File: src/rtl/mem_access_ctrl_if.sv
// Data-memory bus between the MEM-stage load/store engine and memory.
// Single outstanding request; load data returns on the rsp channel.
interface mem_access_ctrl_if;
  logic        req_valid_o;
  logic        req_ready_i;
  logic        req_we_o;
  logic [31:0] req_addr_o;
  logic [3:0]  req_wstrb_o;
  logic [31:0] req_wdata_o;
  logic        rsp_valid_i;
  logic [31:0] rsp_rdata_i;

  modport master (
    output req_valid_o,
    output req_we_o,
    output req_addr_o,
    output req_wstrb_o,
    output req_wdata_o,
    input  req_ready_i,
    input  rsp_valid_i,
    input  rsp_rdata_i
  );

  modport slave (
    input  req_valid_o,
    input  req_we_o,
    input  req_addr_o,
    input  req_wstrb_o,
    input  req_wdata_o,
    output req_ready_i,
    output rsp_valid_i,
    output rsp_rdata_i
  );
endinterface

File: src/rtl/mem_access_ctrl.sv
// MEM-stage load/store engine: one bus access per load/store,
// lane alignment, load extension, stall and timed-out abort.
module mem_access_ctrl #(
  parameter int unsigned TIMEOUT = 255
) (
  input  logic        clk,
  input  logic        rst,
  input  logic        r_mem_enable_i,
  input  logic [31:0] r_mem_addr_i,
  input  logic        w_mem_enable_i,
  input  logic [31:0] w_mem_addr_i,
  input  logic [31:0] w_mem_data_i,
  input  logic [2:0]  data_type_i,
  input  logic        mem_w_reg_enable_i,
  input  logic [4:0]  w_reg_addr_i,
  mem_access_ctrl_if.master bus,
  output logic        stall_req_o,
  output logic        mem_w_reg_enable_o,
  output logic [4:0]  w_reg_addr_o,
  output logic [31:0] mem_w_reg_data_o,
  output logic        misalign_o,
  output logic        bus_err_o
);

  typedef enum logic [1:0] {
    IDLE,
    REQ,
    WAIT_R,
    DONE
  } state_t;

  typedef enum logic [1:0] {
    SZ_B,
    SZ_H,
    SZ_W
  } size_t;

  state_t      state;
  state_t      state_nxt;
  logic [15:0] cnt;
  logic [16:0] cnt_inc;
  logic        tmo_hit;

  logic        pending;
  logic        is_store;
  logic [31:0] addr;
  size_t       size;
  logic        sgn;
  logic        misal;
  logic [3:0]  wstrb;
  logic [31:0] wdata;

  logic        abort;
  logic        capture;

  logic        req_valid_q;
  logic        req_we_q;
  logic [31:0] req_addr_q;
  logic [3:0]  req_wstrb_q;
  logic [31:0] req_wdata_q;

  logic [1:0]  lo_q;
  size_t       size_q;
  logic        sgn_q;
  logic        ld_wben_q;
  logic [4:0]  ld_rd_q;

  logic [7:0]  ld_byte;
  logic [15:0] ld_half;
  logic [31:0] ld_data;

  logic        wb_en_q;
  logic [4:0]  wb_rd_q;
  logic [31:0] wb_data_q;
  logic        mis_q;
  logic        err_q;

  // Access decode; a store shadows a simultaneous load
  always_comb begin
    pending  = r_mem_enable_i | w_mem_enable_i;
    is_store = w_mem_enable_i;
    addr     = is_store ? w_mem_addr_i : r_mem_addr_i;
    size     = SZ_W;
    sgn      = 1'b0;
    unique case (1'b1)
      (data_type_i == 3'd1): begin
        size = SZ_B;
        sgn  = 1'b1;
      end
      (data_type_i == 3'd4): size = SZ_B;
      (data_type_i == 3'd2): begin
        size = SZ_H;
        sgn  = 1'b1;
      end
      (data_type_i == 3'd5): size = SZ_H;
      default: size = SZ_W;
    endcase
  end

  always_comb begin
    misal = 1'b0;
    wstrb = 4'b1111;
    wdata = w_mem_data_i;
    unique case (size)
      SZ_B: begin
        wstrb = 4'b0001 << addr[1:0];
        wdata = {4{w_mem_data_i[7:0]}};
      end
      SZ_H: begin
        misal = addr[0];
        wstrb = addr[1] ? 4'b1100 : 4'b0011;
        wdata = {2{w_mem_data_i[15:0]}};
      end
      default: begin
        misal = (addr[1:0] != 2'b00);
      end
    endcase
  end

  assign cnt_inc = {1'b0, cnt} + 17'd1;
  assign tmo_hit = (cnt_inc >= 17'(TIMEOUT));

  always_comb begin
    state_nxt = state;
    abort     = 1'b0;
    capture   = 1'b0;
    unique case (state)
      IDLE: begin
        if (pending)
          state_nxt = misal ? DONE : REQ;
      end
      REQ: begin
        if (bus.req_ready_i) begin
          state_nxt = req_we_q ? DONE : WAIT_R;
        end else if (tmo_hit) begin
          state_nxt = DONE;
          abort     = 1'b1;
        end
      end
      WAIT_R: begin
        if (bus.rsp_valid_i) begin
          state_nxt = DONE;
          capture   = 1'b1;
        end else if (tmo_hit) begin
          state_nxt = DONE;
          abort     = 1'b1;
        end
      end
      DONE: state_nxt = IDLE;
      default: state_nxt = IDLE;
    endcase
  end

  // Reset gates stall so it drops at once with the FSM
  always_comb begin
    stall_req_o = 1'b0;
    unique case (state)
      IDLE:   stall_req_o = pending;
      REQ:    stall_req_o = 1'b1;
      WAIT_R: stall_req_o = 1'b1;
      default: stall_req_o = 1'b0;
    endcase
    stall_req_o = stall_req_o & ~rst;
  end

  always_comb begin
    unique case (lo_q)
      2'd0: ld_byte = bus.rsp_rdata_i[7:0];
      2'd1: ld_byte = bus.rsp_rdata_i[15:8];
      2'd2: ld_byte = bus.rsp_rdata_i[23:16];
      default: ld_byte = bus.rsp_rdata_i[31:24];
    endcase
    ld_half = lo_q[1] ? bus.rsp_rdata_i[31:16]
                      : bus.rsp_rdata_i[15:0];
    unique case (size_q)
      SZ_B: ld_data = {{24{sgn_q & ld_byte[7]}}, ld_byte};
      SZ_H: ld_data = {{16{sgn_q & ld_half[15]}}, ld_half};
      default: ld_data = bus.rsp_rdata_i;
    endcase
  end

  always_ff @(posedge clk or posedge rst) begin
    if (rst) begin
      state       <= IDLE;
      cnt         <= '0;
      req_valid_q <= 1'b0;
      req_we_q    <= 1'b0;
      req_addr_q  <= '0;
      req_wstrb_q <= '0;
      req_wdata_q <= '0;
      lo_q        <= '0;
      size_q      <= SZ_W;
      sgn_q       <= 1'b0;
      ld_wben_q   <= 1'b0;
      ld_rd_q     <= '0;
      wb_en_q     <= 1'b0;
      wb_rd_q     <= '0;
      wb_data_q   <= '0;
      mis_q       <= 1'b0;
      err_q       <= 1'b0;
    end else begin
      state   <= state_nxt;
      mis_q   <= 1'b0;
      err_q   <= 1'b0;
      wb_en_q <= 1'b0;
      if (state == REQ || state == WAIT_R)
        cnt <= cnt_inc[15:0];
      else
        cnt <= '0;
      if (state == IDLE && pending) begin
        if (misal) begin
          mis_q     <= 1'b1;
          wb_data_q <= '0;
        end else begin
          req_valid_q <= 1'b1;
          req_we_q    <= is_store;
          req_addr_q  <= {addr[31:2], 2'b00};
          req_wstrb_q <= is_store ? wstrb : 4'b0000;
          req_wdata_q <= is_store ? wdata : 32'd0;
          lo_q        <= addr[1:0];
          size_q      <= size;
          sgn_q       <= sgn;
          ld_wben_q   <= mem_w_reg_enable_i;
          ld_rd_q     <= w_reg_addr_i;
        end
      end
      if (state == REQ && (bus.req_ready_i || abort))
        req_valid_q <= 1'b0;
      if (abort) begin
        err_q     <= 1'b1;
        wb_data_q <= '0;
      end
      if (capture) begin
        wb_en_q   <= ld_wben_q;
        wb_rd_q   <= ld_rd_q;
        wb_data_q <= ld_data;
      end
    end
  end

  assign bus.req_valid_o  = req_valid_q;
  assign bus.req_we_o     = req_we_q;
  assign bus.req_addr_o   = req_addr_q;
  assign bus.req_wstrb_o  = req_wstrb_q;
  assign bus.req_wdata_o  = req_wdata_q;

  assign mem_w_reg_enable_o = wb_en_q;
  assign w_reg_addr_o       = wb_rd_q;
  assign mem_w_reg_data_o   = wb_data_q;
  assign misalign_o         = mis_q;
  assign bus_err_o          = err_q;

endmodule

File: src/flat_wrapper.sv
// flat-port wrapper written by rule: the top's interface ports become plain ports
module mem_access_ctrl_flat 
#(
  parameter int unsigned TIMEOUT = 255
)
  (clk, rst, r_mem_enable_i, r_mem_addr_i, w_mem_enable_i, w_mem_addr_i, w_mem_data_i, data_type_i, mem_w_reg_enable_i, w_reg_addr_i, stall_req_o, mem_w_reg_enable_o, w_reg_addr_o, mem_w_reg_data_o, misalign_o, bus_err_o, bus_req_valid_o, bus_req_we_o, bus_req_addr_o, bus_req_wstrb_o, bus_req_wdata_o, bus_req_ready_i, bus_rsp_valid_i, bus_rsp_rdata_i);
  mem_access_ctrl_if bus_i ();
  input  logic clk;
  input  logic rst;
  input  logic r_mem_enable_i;
  input  logic [31:0] r_mem_addr_i;
  input  logic w_mem_enable_i;
  input  logic [31:0] w_mem_addr_i;
  input  logic [31:0] w_mem_data_i;
  input  logic [2:0] data_type_i;
  input  logic mem_w_reg_enable_i;
  input  logic [4:0] w_reg_addr_i;
  output logic stall_req_o;
  output logic mem_w_reg_enable_o;
  output logic [4:0] w_reg_addr_o;
  output logic [31:0] mem_w_reg_data_o;
  output logic misalign_o;
  output logic bus_err_o;
  output wire logic [$bits(bus_i.req_valid_o)-1:0] bus_req_valid_o;
  output wire logic [$bits(bus_i.req_we_o)-1:0] bus_req_we_o;
  output wire logic [$bits(bus_i.req_addr_o)-1:0] bus_req_addr_o;
  output wire logic [$bits(bus_i.req_wstrb_o)-1:0] bus_req_wstrb_o;
  output wire logic [$bits(bus_i.req_wdata_o)-1:0] bus_req_wdata_o;
  input wire logic [$bits(bus_i.req_ready_i)-1:0] bus_req_ready_i;
  input wire logic [$bits(bus_i.rsp_valid_i)-1:0] bus_rsp_valid_i;
  input wire logic [$bits(bus_i.rsp_rdata_i)-1:0] bus_rsp_rdata_i;
  assign bus_req_valid_o = bus_i.req_valid_o;
  assign bus_req_we_o = bus_i.req_we_o;
  assign bus_req_addr_o = bus_i.req_addr_o;
  assign bus_req_wstrb_o = bus_i.req_wstrb_o;
  assign bus_req_wdata_o = bus_i.req_wdata_o;
  assign bus_i.req_ready_i = bus_req_ready_i;
  assign bus_i.rsp_valid_i = bus_rsp_valid_i;
  assign bus_i.rsp_rdata_i = bus_rsp_rdata_i;
  mem_access_ctrl #(.TIMEOUT(TIMEOUT)) u_core (.clk(clk), .rst(rst), .r_mem_enable_i(r_mem_enable_i), .r_mem_addr_i(r_mem_addr_i), .w_mem_enable_i(w_mem_enable_i), .w_mem_addr_i(w_mem_addr_i), .w_mem_data_i(w_mem_data_i), .data_type_i(data_type_i), .mem_w_reg_enable_i(mem_w_reg_enable_i), .w_reg_addr_i(w_reg_addr_i), .bus(bus_i), .stall_req_o(stall_req_o), .mem_w_reg_enable_o(mem_w_reg_enable_o), .w_reg_addr_o(w_reg_addr_o), .mem_w_reg_data_o(mem_w_reg_data_o), .misalign_o(misalign_o), .bus_err_o(bus_err_o));
endmodule
File: config.mk
export PLATFORM = sky130hd
export DESIGN_NAME = mem_access_ctrl_flat
export DESIGN_NICKNAME = d
export VERILOG_FILES = /design/src/rtl/mem_access_ctrl_if.sv /design/src/rtl/mem_access_ctrl.sv /design/src/flat_wrapper.sv
export SDC_FILE = /design/constraint.sdc
export NUM_CORES = 1
export LEC_CHECK = 0
export BUFFER_PORTS_ARGS = -buffer_cell sky130_fd_sc_hd__buf_2
export CAP_MARGIN = 5
export CORE_MARGIN = 2
export CORE_UTILIZATION = 50
export CTS_CLUSTER_DIAMETER = 50
export DETAILED_ROUTE_END_ITERATION = 6
export GPL_TIMING_DRIVEN = 0
export HOLD_SLACK_MARGIN = 0.12
export PLACE_DENSITY = 0.9
export SYNTH_ARGS = -nofsm -noshare
export SYNTH_HDL_FRONTEND = slang
export SYNTH_SLANG_ARGS = --single-unit
File: constraint.sdc
create_clock -name clk -period 6 [get_ports clk]
set_clock_uncertainty 0.1 [all_clocks]
set_input_delay 1.2 -clock clk [delete_from_list [all_inputs] [get_ports clk]]
set_output_delay 1.2 -clock clk [all_outputs]
set_load 0.01 [all_outputs]
* Word level (Yosys, flattened, before mapping)
Cells that the tools add are included.
** Cells by class
- Bitwise operators :: 6
- Shifts and indexed selects :: 1
- Add/sub/neg operators :: 1
- Eq/ne operators :: 13
- Magnitude comparators :: 1
- Multiplexer cells :: 38
- Reductions and logical operators :: 19
** Operators by type and width (number)
- 32-bit 2-to-1 mux :: 6
- 32-bit one-hot mux with 2 select lines :: 2
- 16-bit 2-to-1 mux :: 2
- 8-bit one-hot mux with 3 select lines :: 1
- 16-bit by 1-bit adder with 17-bit output, second input constant :: 1
- 17-bit by 8-bit >= comparator with 1-bit output, second input constant :: 1
- 1-bit 2-to-1 mux :: 14
- 2-bit 2-to-1 mux :: 5
- 2-bit by 1-bit equality test with 1-bit output, second input constant :: 4
- 2-bit logical NOT :: 4
- 4-bit 2-to-1 mux :: 2
- 2-bit one-hot mux with 4 select lines :: 1
- 4-bit one-hot mux with 2 select lines :: 1
- 2-bit OR reduction :: 4
- 2-bit equality test, second input constant :: 3
- 3-bit equality test, second input constant :: 2
- 1-bit one-hot mux with 2 select lines :: 3
- 2-bit AND reduction :: 3
- 3-bit nonzero test :: 2
- 2-bit one-hot mux with 2 select lines :: 1
- 2-bit nonzero test :: 2
- 1-bit by 2-bit << shifter with 4-bit output, first input constant :: 1
- 1-bit AND :: 3
- 3-bit by 1-bit equality test with 1-bit output, second input constant :: 1
- 7 further kinds :: 10
** Storage, ports and cells
- Flip-flop bits (word level) :: 137
- Output and inout bits :: 111
- Logic and storage cells :: 96

* Logic depth before layout (Yosys ltp)
Gate-level depths: netlist of the first run.
- Depth after elaboration :: 9
- Gate-level depth with buffers :: 10

* Worst setup path after synthesis of the first run
No wires, ideal clock.
- Path type :: input-to-output
- From :: input port w_mem_enable_i
- To :: output port stall_req_o
- Required time :: 4700 ps
- Path slack :: 2867 ps
- Arrival :: 1833 ps
- Stages :: 5
- Cells stage by stage :: buf_6 -> nor2_1 -> nor2b_1 -> nor2_1 -> nor3_1
** Between the ends
- Longest elaborated chain between the ends :: 3
** Ends and longest elaborated chain
- start: declaration :: RTL line flat_wrapper.sv:12 : input logic w_mem_enable_i;
- 1-bit OR :: RTL line mem_access_ctrl.sv:80 : pending = r_mem_enable_i | w_mem_enable_i;
- 1-bit one-hot mux with 2 select lines :: RTL line mem_access_ctrl.sv:157 : unique case (state)
- 1-bit AND :: RTL line mem_access_ctrl.sv:163 : stall_req_o = stall_req_o & ~rst;
- end: declaration :: RTL line flat_wrapper.sv:18 : output logic stall_req_o;
No other way between the ends.

* Worst setup path in the final report of the first run
Same ends and word-level chain as after synthesis.

==> results of run 1 <==
==> cell usage in the layout, fill, tap and decap left out, types with 9 or more instances in the layout <==
cell type and count:
buf_2 258, dfrtp_1 136, nand2_1 135, o21ai_0 95, mux2i_1 47, clkbuf_1 37, nor2_1 33, a22o_1 24
inv_1 20, clkbuf_16 17, a221oi_1 16, nand2b_1 16, mux2_2 15, nor3_1 14, and2_1 13, a31oi_1 11
xnor2_1 10, a21o_1 9
==> layout make-up <==
class                      count  area, µm²
fill                        1141       4632
sequential                   137       3430
multi-input combinational    534       3379
timing repair buffer         251       1279
clock buffer                  22      484.2
buffer                        54      254.0
tap                          180      225.2
clock inverter                10      165.2
inverter                      21      83.83
antenna                        1      2.502
==> sequential cells by signal (all words and copies together) (netlist names) <==
register                   count
u_core.bus.req_wdata_o        32
u_core.mem_w_reg_data_o       32
u_core.bus.req_addr_o         30
u_core.cnt                    16
u_core.ld_rd_q                 5
u_core.w_reg_addr_o            5
u_core.bus.req_wstrb_o         4
u_core.lo_q                    2
u_core.size_q                  2
u_core.state                   2
u_core.bus.req_valid_o         1
u_core.bus.req_we_o            1
u_core.bus_err_o               1
u_core.ld_wben_q               1
u_core.mem_w_reg_enable_o      1
u_core.misalign_o              1
u_core.sgn_q                   1
==> worst min-delay path by stage <==
stage          slack, ns               from                endpoint
3_3_place_gp        0.35  u_core.ld_rd_q[1]  u_core.w_reg_addr_o[1]
6_report            0.35  u_core.ld_rd_q[3]  u_core.w_reg_addr_o[3]
2_1_floorplan       0.33  u_core.ld_rd_q[0]  u_core.w_reg_addr_o[0]
4_1_cts             0.36  u_core.ld_rd_q[2]  u_core.w_reg_addr_o[2]
3_5_place_dp        0.35  u_core.ld_rd_q[1]  u_core.w_reg_addr_o[1]
5_1_grt             0.37  u_core.ld_rd_q[3]  u_core.w_reg_addr_o[3]
==> power by group through the flow <==
stage / Sequential [mW] / Combinational, mW / Clock (mW)
2_1_floorplan: 1.66 / 0.872 / 0
3_3_place_gp: 1.52 / 1.64 / 0
3_5_place_dp: 1.53 / 1.70 / 0
4_1_cts: 1.52 / 1.71 / 1.15
5_1_grt: 1.56 / 1.89 / 1.19
6_report: 1.53 / 1.71 / 1.15
==> per-layer routing <==
metal	up-vias	track usage [%]	share of wire [%]
li1	3158	-	-
met1	3285	34.54	38
met2	356	49.31	50
met3	58	7.887	8.2
met4	0	13.14	3.1
met5	-	0	0
==> through the flow <==
| step | utilization, % | hold WS [ns] | instance area [µm²] | power (mW) |
|---|---|---|---|---|
| final | 66.76 | 0.3542 | 9303 | 4.381 |
| after global placement | 61.85 | 0.3470 | 8618 | 3.158 |
| after CTS | 66.74 | 0.3589 | 9300 | 4.387 |
| after floorplan | - | 0.3331 | 7142 | 2.527 |
| after global routing | 66.74 | 0.3742 | 9300 | 4.648 |
| after detailed placement | 62.08 | 0.3502 | 8651 | 3.225 |
==> worst max-delay path: cells and delay by family <==
kind	cells	cell delay [ns]
AND/OR/NAND/NOR	4	0.57
buffers and inverters	2	0.26
==> logic make-up (layout without fill, tap and decap cells) <==
family | Yosys count | after routing | share of synthesized area (%)
AOI/OAI and AO/OA | 196 | 196 | 18.32
xor gates and xnor gates | 18 | 18 | 2.209
adders and majority gates | 6 | 6 | 1.052
buffers and inverters | 75 | 358 | 4.663
DFF | 137 | 137 | 48.05
muxes | 66 | 66 | 9.798
other | 1 | 3 | 0.05254
and+or+nand+nor | 246 | 246 | 15.86
==> results.ini, run 1 <==
[layout]
syn_to_final_growth_pct=30.32
nets=1165
finalNonFillerCells=1210
layout-drive-gt1-share_pct=31.88

[synth]
synth_edf_count=0
yosysTopAreaCell=dfrtp_1
synth_area_leaders=dfrtp_1 (48%), nand2_1 (7.1%), o21ai_0 (6.7%)
synthMostInstantiatedCell=dfrtp_1
ys.flop_type=dfrtp_1
ys_seq_elements=137
yosysUniqueCellTypes=59
seq_area_frac_synth_pct=48.05
netlist.area_leader.share_pct=47.68
synthTopCellsByCount=dfrtp_1 (136), nand2_1 (135), o21ai_0 (95), mux2i_1 (47), clkbuf_1 (36)
postSynthAreaPerCell_um2=9.581
syn_area_mm2=0.007138
synthArstFlopShare_pct=100.0
ys.warnings.count=0
synth_cells=745

[worst_setup_path]
crit_chain=buf_6, nor2_1, nor2b_1, nor2_1, nor3_1, buf_2
cp.required_ns=4.70
r2r_cells=8
critPathCapture=stall_req_o
reg2reg_to=u_core.mem_w_reg_data_o[18]
cpMostUsedCell=nor2_1
cp_slowest_cell=nor2b_1
reg2reg_from=u_core.cnt[0]
crit_type=in -> out
crit_start=w_mem_enable_i
crit_path_end_kind=output port
rrSetupSlack_ns=3.23
cp-start-kind=primary input
critical_path.max_stage_delay_ns=0.29
worstPathMaxFanout=7
crit_arrival_ns=2.04

[power_and_ir_drop]
swShare_pct=37.48
pwr-share-comb_pct=39.0
sequentialPowerShare_pct=34.8
switchingPower_mw=1.642
power_leakage_nw=4.724
cell_internal_pwr_mw=2.739
ir_worst_vdd_v=0.0002394
power.density_mw_per_mm2=471.0
power.share.clock_pct=26.1

[cts]
cts.hold.buffers_added=0
clock_latency_ns=0.43
cts_root_buf=clkbuf_16
cts_setup_buffers=0
cts_max_level=4
cts_buffers=17
cts.path.max_buffers=2
clkSinkCount=137
ctsResizeCount=0
cts.clk_slew.worst_paths_ns=0.06
cts_tree=built

[drt]
vias=6857
dr.pass1.iters=6
viasPerCell=5.667
wl_per_cell_um=18.09
postRouteAntennaNets=0
drc=0
drtIter0Drc=581
wl_um=21890

[sta]
period_minus_slack_ns=3.336
finalCritPeriodShare_pct=55.60
tns_ns=0
max_freq_mhz=299.8
timing.final.ws_setup_ns=2.664
slew_violations=0
setup_violations=0
finalHoldViolCount=0
relSlewSlack_pct=40.80
tightest_slew_ns=0.8847
rsz0062_at_grt=no

[place]
place_congestion=0.9205
place_ws_ns=2.471
dpl.hpwl_um=16040
post-place-cells=1177
portBuffers=250

[global_route]
antenna_found_initial=0
grt_max_degree=76
grt_pass1_wl_um=33640
first_global_vias=6678
grt_usage_pct=29.12
grt-ovfl-total=0

[die]
num_rows=43
die_y_um=123.5
io_pins=254
dieArea_mm2=0.01525
core_mm2=0.01393
die_w_um=123.5
start_util_pct=51.23

[job]
cap_violations=0

[status]
status=finished clean

[hold_path]
hp-class=reg -> reg
min_path_cells=2

(Power assumes the default switching activity.)
==> run 2, diff against run 1 <==
--- a/config.mk
+++ b/config.mk
@@ -5,6 +5,7 @@
 export SDC_FILE = /design/constraint.sdc
 export NUM_CORES = 1
 export LEC_CHECK = 0
+export ABC_AREA = 1
 export BUFFER_PORTS_ARGS = -buffer_cell sky130_fd_sc_hd__buf_2
 export CAP_MARGIN = 5
 export CORE_MARGIN = 2
==> constraint.sdc (replaced) <==
create_clock -name clk -period 3.2 [get_ports clk]
set_clock_uncertainty 0.1 [all_clocks]
set_input_delay 0.64 -clock clk [delete_from_list [all_inputs] [get_ports clk]]
set_output_delay 0.64 -clock clk [all_outputs]
set_load 0.01 [all_outputs]
==> run 2 against run 1 <==
Sequential share of layout area shrank 0.12 points. Synthesized area grew 0.21%. Cell area grew 0.34%. First-iteration DRC count grew 29%. Sequential cell count is the same. Register-to-register slack lost 2.3 ns. Combinational power grew 84%. Largest power group unchanged. Core utilization grew 0.22 points. Critical path depth shrank 1. Sequential power grew 86%. Global-route usage grew 0.11 points. Routed wire length shrank 1.6%.
==> results.ini, run 2 <==
[power_and_ir_drop]
p_total_mw=8.166  ; +86%
ir_worst_vdd_v=0.0004533  ; +89%
power.density_mw_per_mm2=874.9  ; +86%
power_leakage_nw=4.886  ; +3.4%

[cts]
clock_latency_ns=0.43  ; about the same
cts_tree=built
cts.path.max_buffers=2  ; unchanged
cts.hold.buffers_added=0  ; unchanged
cts_buffers=17  ; unchanged
cts.clk_slew.worst_paths_ns=0.06  ; about the same
ctsResizeCount=0  ; unchanged
cts_max_level=4  ; unchanged
cts_setup_buffers=0  ; unchanged
cts_root_buf=clkbuf_16
clkSinkCount=137  ; unchanged

[worst_setup_path]
critical_path.max_stage_delay_ns=0.40  ; +0.11 ns
crit_chain=inv_1, ha_1, clkinv_1, a211oi_1, buf_2
worst-path-stages=5  ; -1
crit_path_end_kind=output port
crit_arrival_ns=2.07  ; +0.03 ns
cp_slowest_cell=dfrtp_1
cp-start-kind=register
cp.required_ns=2.46  ; -2.24 ns
critPathBufInv=3  ; +1
r2r_cells=14  ; +6
crit_start=u_core.state[0]
crit_family=buffers and inverters
reg2reg_from=u_core.cnt[0]
crit_type=reg -> out
rrSetupSlack_ns=0.95  ; -2.28 ns
worstPathMaxFanout=8  ; +1

[synth]
synthTopCellsByCount=nand2_1 (225), dfrtp_1 (136), nor2_1 (73), inv_1 (65), o21ai_0 (65)
ys_seq_elements=137  ; unchanged
synth_area_leaders=dfrtp_1 (48%), nand2_1 (12%), o21ai_0 (4.5%)
ys.flop_type=dfrtp_1
ys.warnings.count=0  ; unchanged
synth_edf_count=0  ; unchanged
postSynthAreaPerCell_um2=8.298  ; -13%
yosysTopAreaCell=dfrtp_1
synth_cells=862  ; +16%
synthMostInstantiatedCell=nand2_1
syn_area_mm2=0.007153  ; +0.21%
seq_area_frac_synth_pct=47.94  ; -0.10 points
synthArstFlopShare_pct=100.0  ; unchanged
yosysUniqueCellTypes=42  ; -29%
netlist.area_leader.share_pct=47.58  ; -0.10 points

[layout]
layout-drive-gt1-share_pct=34.32  ; +2.4 points
fin_util_pct=66.98  ; +0.22 points
fin_area_mm2=0.009334  ; +0.34%
mostFrequentLayoutCell=buf_2
layout_common_cells=buf_2 (258), nand2_1 (225), dfrtp_1 (136)
nets=1284  ; +10%
diodes=0  ; -1
finalNonFillerCells=1328  ; +9.8%
fill_cells=1114  ; -2.4%
syn_to_final_growth_pct=30.49

[drt]
dr.pass1.iters=6  ; unchanged
route.met2.wl_um=10400  ; -5.6%
wl_um=21540  ; -1.6%
wl_per_cell_um=16.22  ; -10%
wl_met1_um=8771  ; +4.3%
route.met3.wl_um=1672  ; -7.2%
drtIter0Drc=748  ; +29%
viasPerCell=5.448  ; -3.9%
postRouteAntennaNets=0  ; unchanged
vias=7235  ; +5.5%
drc=0  ; unchanged
topRoutingLayerUsed=met5

[sta]
max_freq_mhz=355.7
relSlewSlack_pct=36.97  ; -3.8 points
finalHoldViolCount=0  ; unchanged
timing.final.ws_setup_ns=0.3888  ; -2.275 ns
period_minus_slack_ns=2.811
tns_ns=0  ; unchanged
tightest_slew_ns=0.9434  ; +0.05877 ns
finalHoldWorstSlack_ns=0.3083  ; -0.04583 ns
setup_violations=0  ; unchanged
slew_violations=0  ; unchanged
finalCritPeriodShare_pct=87.85
rsz0062_at_grt=no

[die]
die_y_um=123.6  ; +0.10%
dieArea_mm2=0.01528  ; +0.20%
start_util_pct=51.33  ; +0.11 points
io_pins=254  ; unchanged
core_mm2=0.01393  ; unchanged
num_rows=43  ; unchanged
die_w_um=123.6  ; +0.10%

[global_route]
grt_pass1_wl_um=34440  ; +2.4%
grt_max_degree=41  ; -46%
antenna_found_initial=1  ; +1
grt_usage_pct=29.22  ; +0.11 points
first_global_vias=7033  ; +5.3%
grt-ovfl-total=0  ; unchanged

[place]
portBuffers=250  ; unchanged
place_congestion=0.9548  ; +3.7%
place_ws_ns=0.5994  ; -1.872 ns
placed_cell_area_mm2=0.008697  ; +0.54%
post-place-cells=1296  ; +10%
dpl.hpwl_um=16110  ; +0.42%

[status]
status=finished clean

[hold_path]
hp-class=in -> async

[job]
cap_violations=0  ; unchanged

==> run 2: worst paths after layout <==
kind,end
hold reg to reg,u_core.bus.req_wstrb_o[3]
min in group clk,u_core.ld_rd_q[4]
max in group asynchronous,u_core.size_q[1]
setup / recovery,stall_req_o
setup reg to reg,u_core.mem_w_reg_data_o[29]
hold / removal,u_core.cnt[8]
==> run 2: where the power goes <==
group | switching (mW) | internal, mW | total, mW
registers | 0.438 | 2.41 | 2.85
logic | 1.95 | 1.20 | 3.15
clock network | 0.841 | 1.32 | 2.16
total | 3.23 | 4.93 | 8.17
==> run 2: cells by family after synthesis <==
group / synth area share (%)
AOI/OAI and AO/OA: 15.17
DFF: 47.94
xor gates and xnor gates: 0.3499
adders and majority gates: 1.049
other: 0.05242
and+or+nand+nor: 27.58
buffers and inverters: 7.854
==> run 2: routing by layer <==
metal  vias up  track usage (%)
met4         2            12.64
met1      3402            36.69
met5         -                0
met3        72            7.280
li1       3391                -
met2       368            48.04
==> run 2: area by class of cell <==
type	instances	area (µm²)	area share, %
plain buffers	46	287.8	3.083
clock buffers	17	425.4	4.558
clock inverters	15	211.5	2.265
inverters	73	277.8	2.976
multi-input cells	607	3166	33.91
flip-flops and latches	137	3430	36.74
well taps	180	225.2	2.413
repair buffers	253	1311	14.05
